--- config.mk ---
export PLATFORM = sky130hd
export DESIGN_NAME = alu_result_buffer
export DESIGN_NICKNAME = d
export VERILOG_FILES = /design/src/rtl/alu_result_buffer.sv
export SDC_FILE = /design/constraint.sdc
export NUM_CORES = 1
export LEC_CHECK = 0
export CAP_MARGIN = 20
export CORE_UTILIZATION = 55
export CTS_BUF_LIST = sky130_fd_sc_hd__clkbuf_4 sky130_fd_sc_hd__clkbuf_8
export DETAILED_ROUTE_END_ITERATION = 7
export PLACE_DENSITY = 0.87
export SYNTH_ARGS = -nofsm -noshare
export SYNTH_HDL_FRONTEND = slang
export SYNTH_SLANG_ARGS = --single-unit
--- constraint.sdc ---
create_clock -name clk -period 5.47 [get_ports clk]
set_input_delay 1.094 -clock clk [delete_from_list [all_inputs] [get_ports clk]]
set_output_delay 1.094 -clock clk [all_outputs]
set_load 0.01 [all_outputs]
--- src/rtl/alu_result_buffer.sv ---
// alu_result_buffer
//
// Registered output stage for the 32-bit ALU. Each ALU result and its four
// status flags are captured through a valid/ready handshake into a two-entry
// skid buffer. The writeback consumer sees fully registered outputs, and full
// throughput is kept because the skid entry absorbs the one word that may
// arrive in the cycle the consumer stalls. Sticky status flags and a
// saturating count of accepted words are kept for debug readout.
//
// Ports:
//   clk, rst_n     single clock, asynchronous active-low reset
//   in_valid       ALU word valid this cycle
//   in_ready       buffer can accept (decoded from registered state only)
//   in_result      ALU result, WIDTH bits
//   in_flags       {carry, zero, overflow, sign}
//   out_valid      output word valid (decoded from registered state only)
//   out_ready      consumer accepts the output word
//   out_result     buffered result
//   out_flags      buffered flags, same order as in_flags
//   clr_stats      synchronous clear of sticky_flags and op_count
//   sticky_flags   OR of flags of all words accepted since the last clear
//   op_count       accepted word count, saturating at all-ones

module alu_result_buffer #(
   parameter int WIDTH = 32,
   parameter int CNT_W = 16
) (
   input  logic             clk,
   input  logic             rst_n,
   input  logic             in_valid,
   output logic             in_ready,
   input  logic [WIDTH-1:0] in_result,
   input  logic [3:0]       in_flags,
   output logic             out_valid,
   input  logic             out_ready,
   output logic [WIDTH-1:0] out_result,
   output logic [3:0]       out_flags,
   input  logic             clr_stats,
   output logic [3:0]       sticky_flags,
   output logic [CNT_W-1:0] op_count
);

   typedef enum logic [1:0] {
      EMPTY = 2'b00,
      ONE   = 2'b01,
      FULL  = 2'b10
   } state_t;

   localparam logic [CNT_W-1:0] CNT_ONE = {{(CNT_W-1){1'b0}}, 1'b1};
   localparam logic [CNT_W-1:0] CNT_MAX = {CNT_W{1'b1}};

   state_t           state_q;
   state_t           state_d;
   logic [WIDTH-1:0] main_result;
   logic [3:0]       main_flags;
   logic [WIDTH-1:0] skid_result;
   logic [3:0]       skid_flags;
   logic             acc;
   logic             pop;
   logic             load_main;
   logic             load_skid;
   logic             move_skid;

   // Handshake outputs depend only on the registered state, so neither
   // in_ready nor out_valid has a combinational path from the other side.
   assign in_ready   = (state_q != FULL);
   assign out_valid  = (state_q != EMPTY);
   assign acc        = in_valid & in_ready;
   assign pop        = out_valid & out_ready;
   assign out_result = main_result;
   assign out_flags  = main_flags;

   // Next-state and data-move decode. The main register always holds the
   // oldest word; the skid register only ever holds the word that arrived
   // while the consumer was stalled with main already occupied.
   always_comb begin
      state_d   = state_q;
      load_main = 1'b0;
      load_skid = 1'b0;
      move_skid = 1'b0;
      unique case (state_q)
         EMPTY: begin
            if (acc) begin
               load_main = 1'b1;
               state_d   = ONE;
            end
         end
         ONE: begin
            if (acc && pop) begin
               load_main = 1'b1;
            end else if (acc) begin
               load_skid = 1'b1;
               state_d   = FULL;
            end else if (pop) begin
               state_d   = EMPTY;
            end
         end
         FULL: begin
            if (pop) begin
               move_skid = 1'b1;
               state_d   = ONE;
            end
         end
         default: begin
            state_d = EMPTY;
         end
      endcase
   end

   // State register; reset discards both entries at once.
   always_ff @(posedge clk or negedge rst_n) begin
      if (!rst_n) begin
         state_q <= EMPTY;
      end else begin
         state_q <= state_d;
      end
   end

   // Data registers load only on the decoded events and otherwise hold,
   // which keeps out_* stable while the consumer stalls.
   always_ff @(posedge clk or negedge rst_n) begin
      if (!rst_n) begin
         main_result <= '0;
         main_flags  <= '0;
         skid_result <= '0;
         skid_flags  <= '0;
      end else begin
         if (load_main) begin
            main_result <= in_result;
            main_flags  <= in_flags;
         end else if (move_skid) begin
            main_result <= skid_result;
            main_flags  <= skid_flags;
         end
         if (load_skid) begin
            skid_result <= in_result;
            skid_flags  <= in_flags;
         end
      end
   end

   // Statistics. A clear in the same cycle as an accept restarts the
   // statistics with that word counted rather than losing it.
   always_ff @(posedge clk or negedge rst_n) begin
      if (!rst_n) begin
         sticky_flags <= '0;
         op_count     <= '0;
      end else if (clr_stats) begin
         if (acc) begin
            sticky_flags <= in_flags;
            op_count     <= CNT_ONE;
         end else begin
            sticky_flags <= '0;
            op_count     <= '0;
         end
      end else if (acc) begin
         sticky_flags <= sticky_flags | in_flags;
         if (op_count != CNT_MAX) begin
            op_count <= op_count + CNT_ONE;
         end
      end
   end

endmodule

Word level (Yosys, flattened, before mapping)
Index checks and enable logic that the tools add are counted.

Register bits after elaboration: 94. Input port bits: 41. Output and inout port bits: 58. Word-level logic and storage cells: 51.

Add/subtract/negate cells: 1. Eq/ne operators: 8. Muxes and demuxes: 24. Bitwise gates (word level): 3. Reductions and logical operators: 8.

Operators by type and width (count): 2-to-1 mux 32 bit (2); 2-to-1 mux 16 bit (3); 2-to-1 mux 4 bit (5); adder 16 x 1 -> 16 bit (second input constant) (1); inequality test 16 bit (second input constant) (1); 2-to-1 mux 2 bit (5); inequality test 2 bit (second input constant) (4); nonzero test 2 bit (4); 2-to-1 mux 1 bit (7); one-hot mux 2 bit (3 select lines) (1); bitwise OR 4 bit (1); AND reduction 4 bit (1); inequality test 3 bit (second input constant) (1); AND 1 bit (2); == test 2 x 1 -> 1 bit (second input constant) (1); == test 2 bit (second input constant) (1); logical NOT 2 bit (1); one-hot mux 1 bit (2 select lines) (1); AND reduction 2 bit (1); logical AND 1 bit (1).

Depth between registers and ports, before layout
Gate-level depths: netlist (run 1).

Word-level depth: 6. Depth in mapped cells: 7.

Least setup slack after synthesis (run 1)
No wires, ideal clock.

Path type: input -> register. From: in out_ready. To: reg skid_flags[2]. Setup time: 0.125 ns. Arrival time: 2.181 ns. Required time: 5.345 ns. Setup slack: 3.164 ns. Cell stages on the path: 5. Path buffers: 2. Cell sequence: nand2b_1 -> nor3b_1 -> buf_2 -> buf_2 -> mux2_2.

Longest elaborated chain between the ends: 4.

Ends and longest elaborated chain: start: declaration (RTL line 35) `input logic out_ready,`; AND 1 bit (RTL line 69) `assign pop = out_valid & out_ready;`; logical AND 1 bit (RTL line 89) `if (acc && pop) begin`; 2-to-1 mux 1 bit (RTL line 89); 2-to-1 mux 1 bit (RTL line 81) `unique case (state_q)`; end signal: assignment (RTL line 137) `skid_flags <= in_flags;`; end: declaration (RTL line 57) `logic [3:0] skid_flags;`.

No other way between the ends. A chain may end at the register's enable or synchronous reset.

Worst setup path in the final report (run 1)
From: in clr_stats. To: reg op_count[1].

Longest elaborated chain between the ends: 2.

Ends and longest elaborated chain: start: declaration (RTL line 38) `input logic clr_stats,`; nonzero test 2 bit (no line); AND reduction 2 bit (no line); end signal: assignment (RTL line 159) `op_count <= op_count + CNT_ONE;`; end: declaration (RTL line 40) `output logic [CNT_W-1:0] op_count`.

Several ways; a longest one is shown, not always the timed one.

==> impl_metrics.yaml, run 1 <==
timing:
  worst_pin_slew_ns: 0.648
  period_minus_slack_ns: 3.13
  finClkSkew_ns: 0.0102
  hold_viol: 0
  setup_viol: 0
  maxSlewHeadroom_pct: 56.8
  max_freq_ghz: 0.320
  rsz0062_at_grt: "false"
  finalMaxSlewViolations: 0
  timing.final.crit_share_pct: 57.2
  tns_ns: 0
synth:
  syn-instance-count: 348
  ys_warn_count: 0
  ys.flop_type: "dfrtp_1"
  ys_types: 36
  syn_nets: 390
  synth-seq-area-share_pct: 57.5
  synth_edf_count: 0
  ys_ff_latch: 94
  netlist_area_mm2: 0.00409
  synth_area_per_cell_um2: 11.8
  synthArstFlopShare_pct: 100
critical_path:
  worstSetupStartpointType: "input pin"
  r2r-start: "op_count[0]"
  timing.critical_path.required_ns: 5.71
  path_max_fanout: 17
  worstSetupEndpointType: "flip-flop"
  worstRegToRegCells: 6
  crit_start: "clr_stats"
  regToRegSetupSlack_ns: 3.15
  cp_data_arrival_time_ns: 3.37
  r2r-end: "op_count[1]"
  path_class: "in2reg"
drt:
  drt-initial-drc-count: 122
  wirelength_um: 8770
  ant_nets: 0
  vias: 3002
  drc: 0
  vias_per_cell: 5.49
  drtPass1Iterations: 6
  wl_per_cell_um: 16.0
min_path:
  min_path_type: "reg2reg"
  hold_start: "skid_result[21]"
  min_path_cells: 1
  whs_endpoint: "skid_result[21]"
finish:
  fin_nets: 485
  area_delta_synth_final_pct: 32.3
  post_route_cells_drive_above_1_share_pct: 14.5
  fin_util_pct: 75.0
  postLayoutCellArea_mm2: 0.00541
  instances_no_fill: 547
  fillers: 492
  diodes: 0
placement:
  gp_congestion: 0.789
  placed_area_mm2: 0.00514
  hpwl_um: 5690
  io_buffers: 98
  placed_cells: 529
floorplan:
  die_h_um: 88.3
  coreArea_mm2: 0.00721
  fp-row-count: 31
  io_pins: 99
  die-width_um: 88.3
  start_util_pct: 56.7
  die-area_mm2: 0.00779
grt:
  grt_pass1_vias: 2966
  grt_usage_pct: 24.1
  grt_max_degree: 85
  grt_pass1_wl_um: 14100
  antenna_found_initial: 0
  grt_overflow: 0
pwr:
  peakVddDrop_v: 0.000243
  p_sw_uw: 686
  power_density_mw_per_mm2: 421
  power_frac_clock_pct: 22.8
  switching_share_pct: 30.1
  combPwrFrac_pct: 31.1
  power_frac_seq_pct: 46.1
  p_int_mw: 1.59
  p_leak_nw: 2.34
clocking:
  clk_latency_ns: 0.36
  cts_hold_buf: 0
  cts_buffer_depth: 2
  numCtsBuffers: 9
  cts_root_buffer: "clkbuf_8"
  path_clk_slew_ns: 0.10
  cts_tree: "built"
  cts_sinks: 94
  postCtsSetupBuffers: 0
  h-tree-depth: 3
  cts_resized: 0
outcome:
  status: "completed"
job:
  maxCapViolations: 0
Yosys cell counts (all sizes together), types with 3 or more instances:
library cell   n  share of area, %
and4           3              0.67
nand2         12               1.1
clkbuf        10              0.95
mux2i         37               9.0
dfrtp         94                57
o21ai         13               1.6
nor3           5              0.61
a21oi         42               5.1
nor2          42               3.9
inv            3              0.28
xnor2          5               1.1
mux2          36               9.9
nand4          5              0.76
and3           3              0.58
xor2           6               1.3
nand3          4              0.79
buf            9               1.3
a22o           4              0.86
registers in the layout (all words and copies together), names as in the netlist:
signal,count
skid_flags,4
op_count,16
state_q,2
out_flags,4
out_result,32
sticky_flags,4
skid_result,32
placed cells by master (no fill, tap or decap), types with 3 or more instances in the layout:
master / synthesis / routed
nand3_1: 3 / 3
xnor2_1: 5 / 5
nor2_1: 42 / 42
clkbuf_8: 0 / 9
inv_1: 3 / 3
dfrtp_1: 94 / 94
mux2i_1: 37 / 37
nand2_1: 12 / 10
o21ai_0: 13 / 13
nand4_1: 5 / 5
buf_4: 0 / 4
clkdlybuf4s50_1: 0 / 97
nor3_1: 5 / 5
a22o_1: 4 / 4
xor2_1: 6 / 6
mux2_2: 36 / 36
a21oi_1: 42 / 42
layer usage:
metal | part of all wire, % | GRT usage (%) | wire length (um) | up-vias
met5 | 0 | 0 | 0 | -
met4 | 2.2 | 10.3 | 190 | 0
met3 | 5.4 | 5.97 | 471 | 15
met2 | 49 | 37.8 | 4280 | 95
met1 | 44 | 32.3 | 3830 | 1476
li1 | - | - | - | 1416
through the flow:
stage	hold WS (ns)	power, mW	worst slack, ns
after detailed placement	0.496	1.76	1.54
after CTS	0.517	2.29	1.93
after global placement	0.488	1.72	1.72
after global routing	0.528	2.41	2.20
final	0.511	2.28	2.34
after floorplan	0.480	1.40	3.16
power by group through the flow:
stage,combinational [mW],sequential (mW),clock [mW]
floorplan,0.314,1.08,0
finish,0.708,1.05,0.520
global placement,0.672,1.05,0
global route,0.771,1.08,0.556
detailed placement,0.701,1.06,0
CTS,0.706,1.05,0.531
worst max-delay path, stage by stage:
cell and delay (ns):
clkdlybuf4s50_1 0.69, inv_1 0.34, nand2_1 0.08, or4_1 0.74
a31o_1 0.31, o2bb2ai_1 0.11
kinds of logic (layout without fill, tap and decap cells):
| kind of cell | count (synthesis) | in the layout | synth area share (%) |
|---|---|---|---|
| compound gates | 64 | 64 | 8.53 |
| xor+xnor | 11 | 11 | 2.35 |
| fa+ha+maj | 1 | 1 | 0.306 |
| buf+inv | 22 | 122 | 2.48 |
| flops | 94 | 94 | 57.5 |
| mux | 73 | 73 | 19.0 |
| simple gates | 83 | 83 | 9.91 |
worst max-delay path by stage:
stage	end	slack [ns]	cells past startpoint
after floorplan	skid_flags[2]	3.16	5
after global placement	out_result[3]	1.72	7
after detailed placement	out_result[31]	1.54	7
after CTS	out_result[11]	1.93	7
after global routing	op_count[1]	2.20	6
final	op_count[1]	2.34	6
area by class of cell:
class	count	area (um2)	area share, %
clock inverters	7	104	1.92
inverters	3	11.3	0.208
well taps	99	124	2.29
clock buffers	9	124	2.29
multi-input cells	232	1650	30.5
flip-flops and latches	94	2350	43.5
repair buffers	103	1050	19.4
Note: power is estimated with default switching activity, not from simulation.
==> run 2, diff against run 1 <==
Settings changed: CORE_UTILIZATION 55 to 51, PLACE_DENSITY 0.87 to 0.82.
Clock period 5.47 ns to 3.25 ns, I/O delays scaled along.
==> impl_metrics.yaml, run 2 (synthesized netlist as in run 1, its figures left out) <==
finish:
  diodes: 0
  area_delta_synth_final_pct: 33.1
  final_common_cell: "clkdlybuf4s50_1"
  layout_common_cells: "clkdlybuf4s50_1 (97), dfrtp_1 (94), a21oi_1 (42), nor2_1 (42), mux2i_1 (37)"
  fin_nets: 486
  fin_util_pct: 70.5
  postLayoutCellArea_mm2: 0.00545
  instances_no_fill: 551
  post_route_cells_drive_above_1_share_pct: 14.7
timing:
  setup_viol: 0
  rsz0062_at_grt: "false"
  period_minus_slack_ns: 2.33
  hold_ws_ns: 0.299
  finClkSkew_ns: 0.00976
  tns_ns: 0
  timing.final.crit_share_pct: 71.6
  finalMaxSlewViolations: 0
  max_freq_ghz: 0.430
  worst_pin_slew_ns: 0.599
  layout_setup_ws_ns: 0.922
  hold_viol: 0
  maxSlewHeadroom_pct: 60.0
placement:
  pre_cts_slack_ns: 0.657
  placed_cells: 535
  placed_area_mm2: 0.00520
  io_buffers: 98
  gp_congestion: 0.809
  hpwl_um: 5900
clocking:
  path_clk_slew_ns: 0.09
  cts_resized: 0
  cts_hold_buf: 0
  postCtsSetupBuffers: 0
  clk_latency_ns: 0.34
  cts_buffer_depth: 2
  h-tree-depth: 3
  cts_root_buffer: "clkbuf_8"
  numCtsBuffers: 9
  cts_sinks: 94
  cts_tree: "built"
grt:
  grt_pass1_wl_um: 14500
  antenna_found_initial: 0
  grt_usage_pct: 22.0
  grt_max_degree: 71
  grt_overflow: 0
  grt_pass1_vias: 3162
drt:
  wirelength_um: 8550
  ant_nets: 0
  vias: 3003
  wl_per_cell_um: 15.5
  vias_per_cell: 5.45
  drc: 0
  drtPass1Iterations: 4
  drt-initial-drc-count: 84
pwr:
  power_density_mw_per_mm2: 711
  finalPower_mw: 3.87
  peakVddDrop_v: 0.000471
  p_leak_nw: 2.36
critical_path:
  worstSetupStartpointType: "flip-flop"
  timing.critical_path.required_ns: 2.60
  path_class: "reg2out"
  cp_data_arrival_time_ns: 1.68
  worstSetupEndpointType: "output port"
  path_max_fanout: 6
job:
  maxCapViolations: 0
floorplan:
  fp-row-count: 32
  start_util_pct: 53.0
  die_h_um: 91.6
  coreArea_mm2: 0.00773
  die-area_mm2: 0.00839
  io_pins: 99
  die-width_um: 91.6
outcome:
  status: "completed"
min_path:
  min_path_type: "in2async"
-- run 2: cell count changes in the layout (fill, tap and decap cells not counted), sizes merged --
cell	change
buf	+1
bufinv	+1
clkinv	+3
clkinvlp	-2
inv	-2
-- run 2: final timing paths --
path                                  from  slack (ns)              end  cells past startpoint
setup / recovery                state_q[1]        0.92         in_ready                      3
hold / removal                       rst_n        0.30     op_count[10]                      1
setup reg to reg               op_count[0]        0.97      op_count[1]                      6
hold reg to reg            skid_result[20]        0.51  skid_result[20]                      1
max in group asynchronous            rst_n        2.29  skid_result[19]                      2
min in group clk           skid_result[20]        0.51  skid_result[20]                      1
-- run 2: where the power goes --
group / internal [mW] / total, mW / switching (mW)
combinational: 0.699 / 1.19 / 0.486
clock: 0.515 / 0.922 / 0.407
sequential: 1.54 / 1.76 / 0.223
-- run 2: cell type report --
class	instances	area, um2
clock buffers	9	124
clock inverters	7	121
fillers	555	2280
inverters	3	11.3
multi-input cells	232	1650
flip-flops and latches	94	2350
well taps	102	128
repair buffers	104	1060
-- run 2: routing by layer --
layer	GRT usage [%]	wire (um)	share of wire [%]
met1	27.5	3710	43
met2	37.6	4340	51
met3	4.77	421	4.9
met4	7.41	78	0.91
met5	0	0	0
-- run 2: critical path: stages (launching register included) --
cell and delay (ns):
dfrtp_1 0.44, nor2b_1 0.18, inv_1 0.15, clkdlybuf4s50_1 0.56
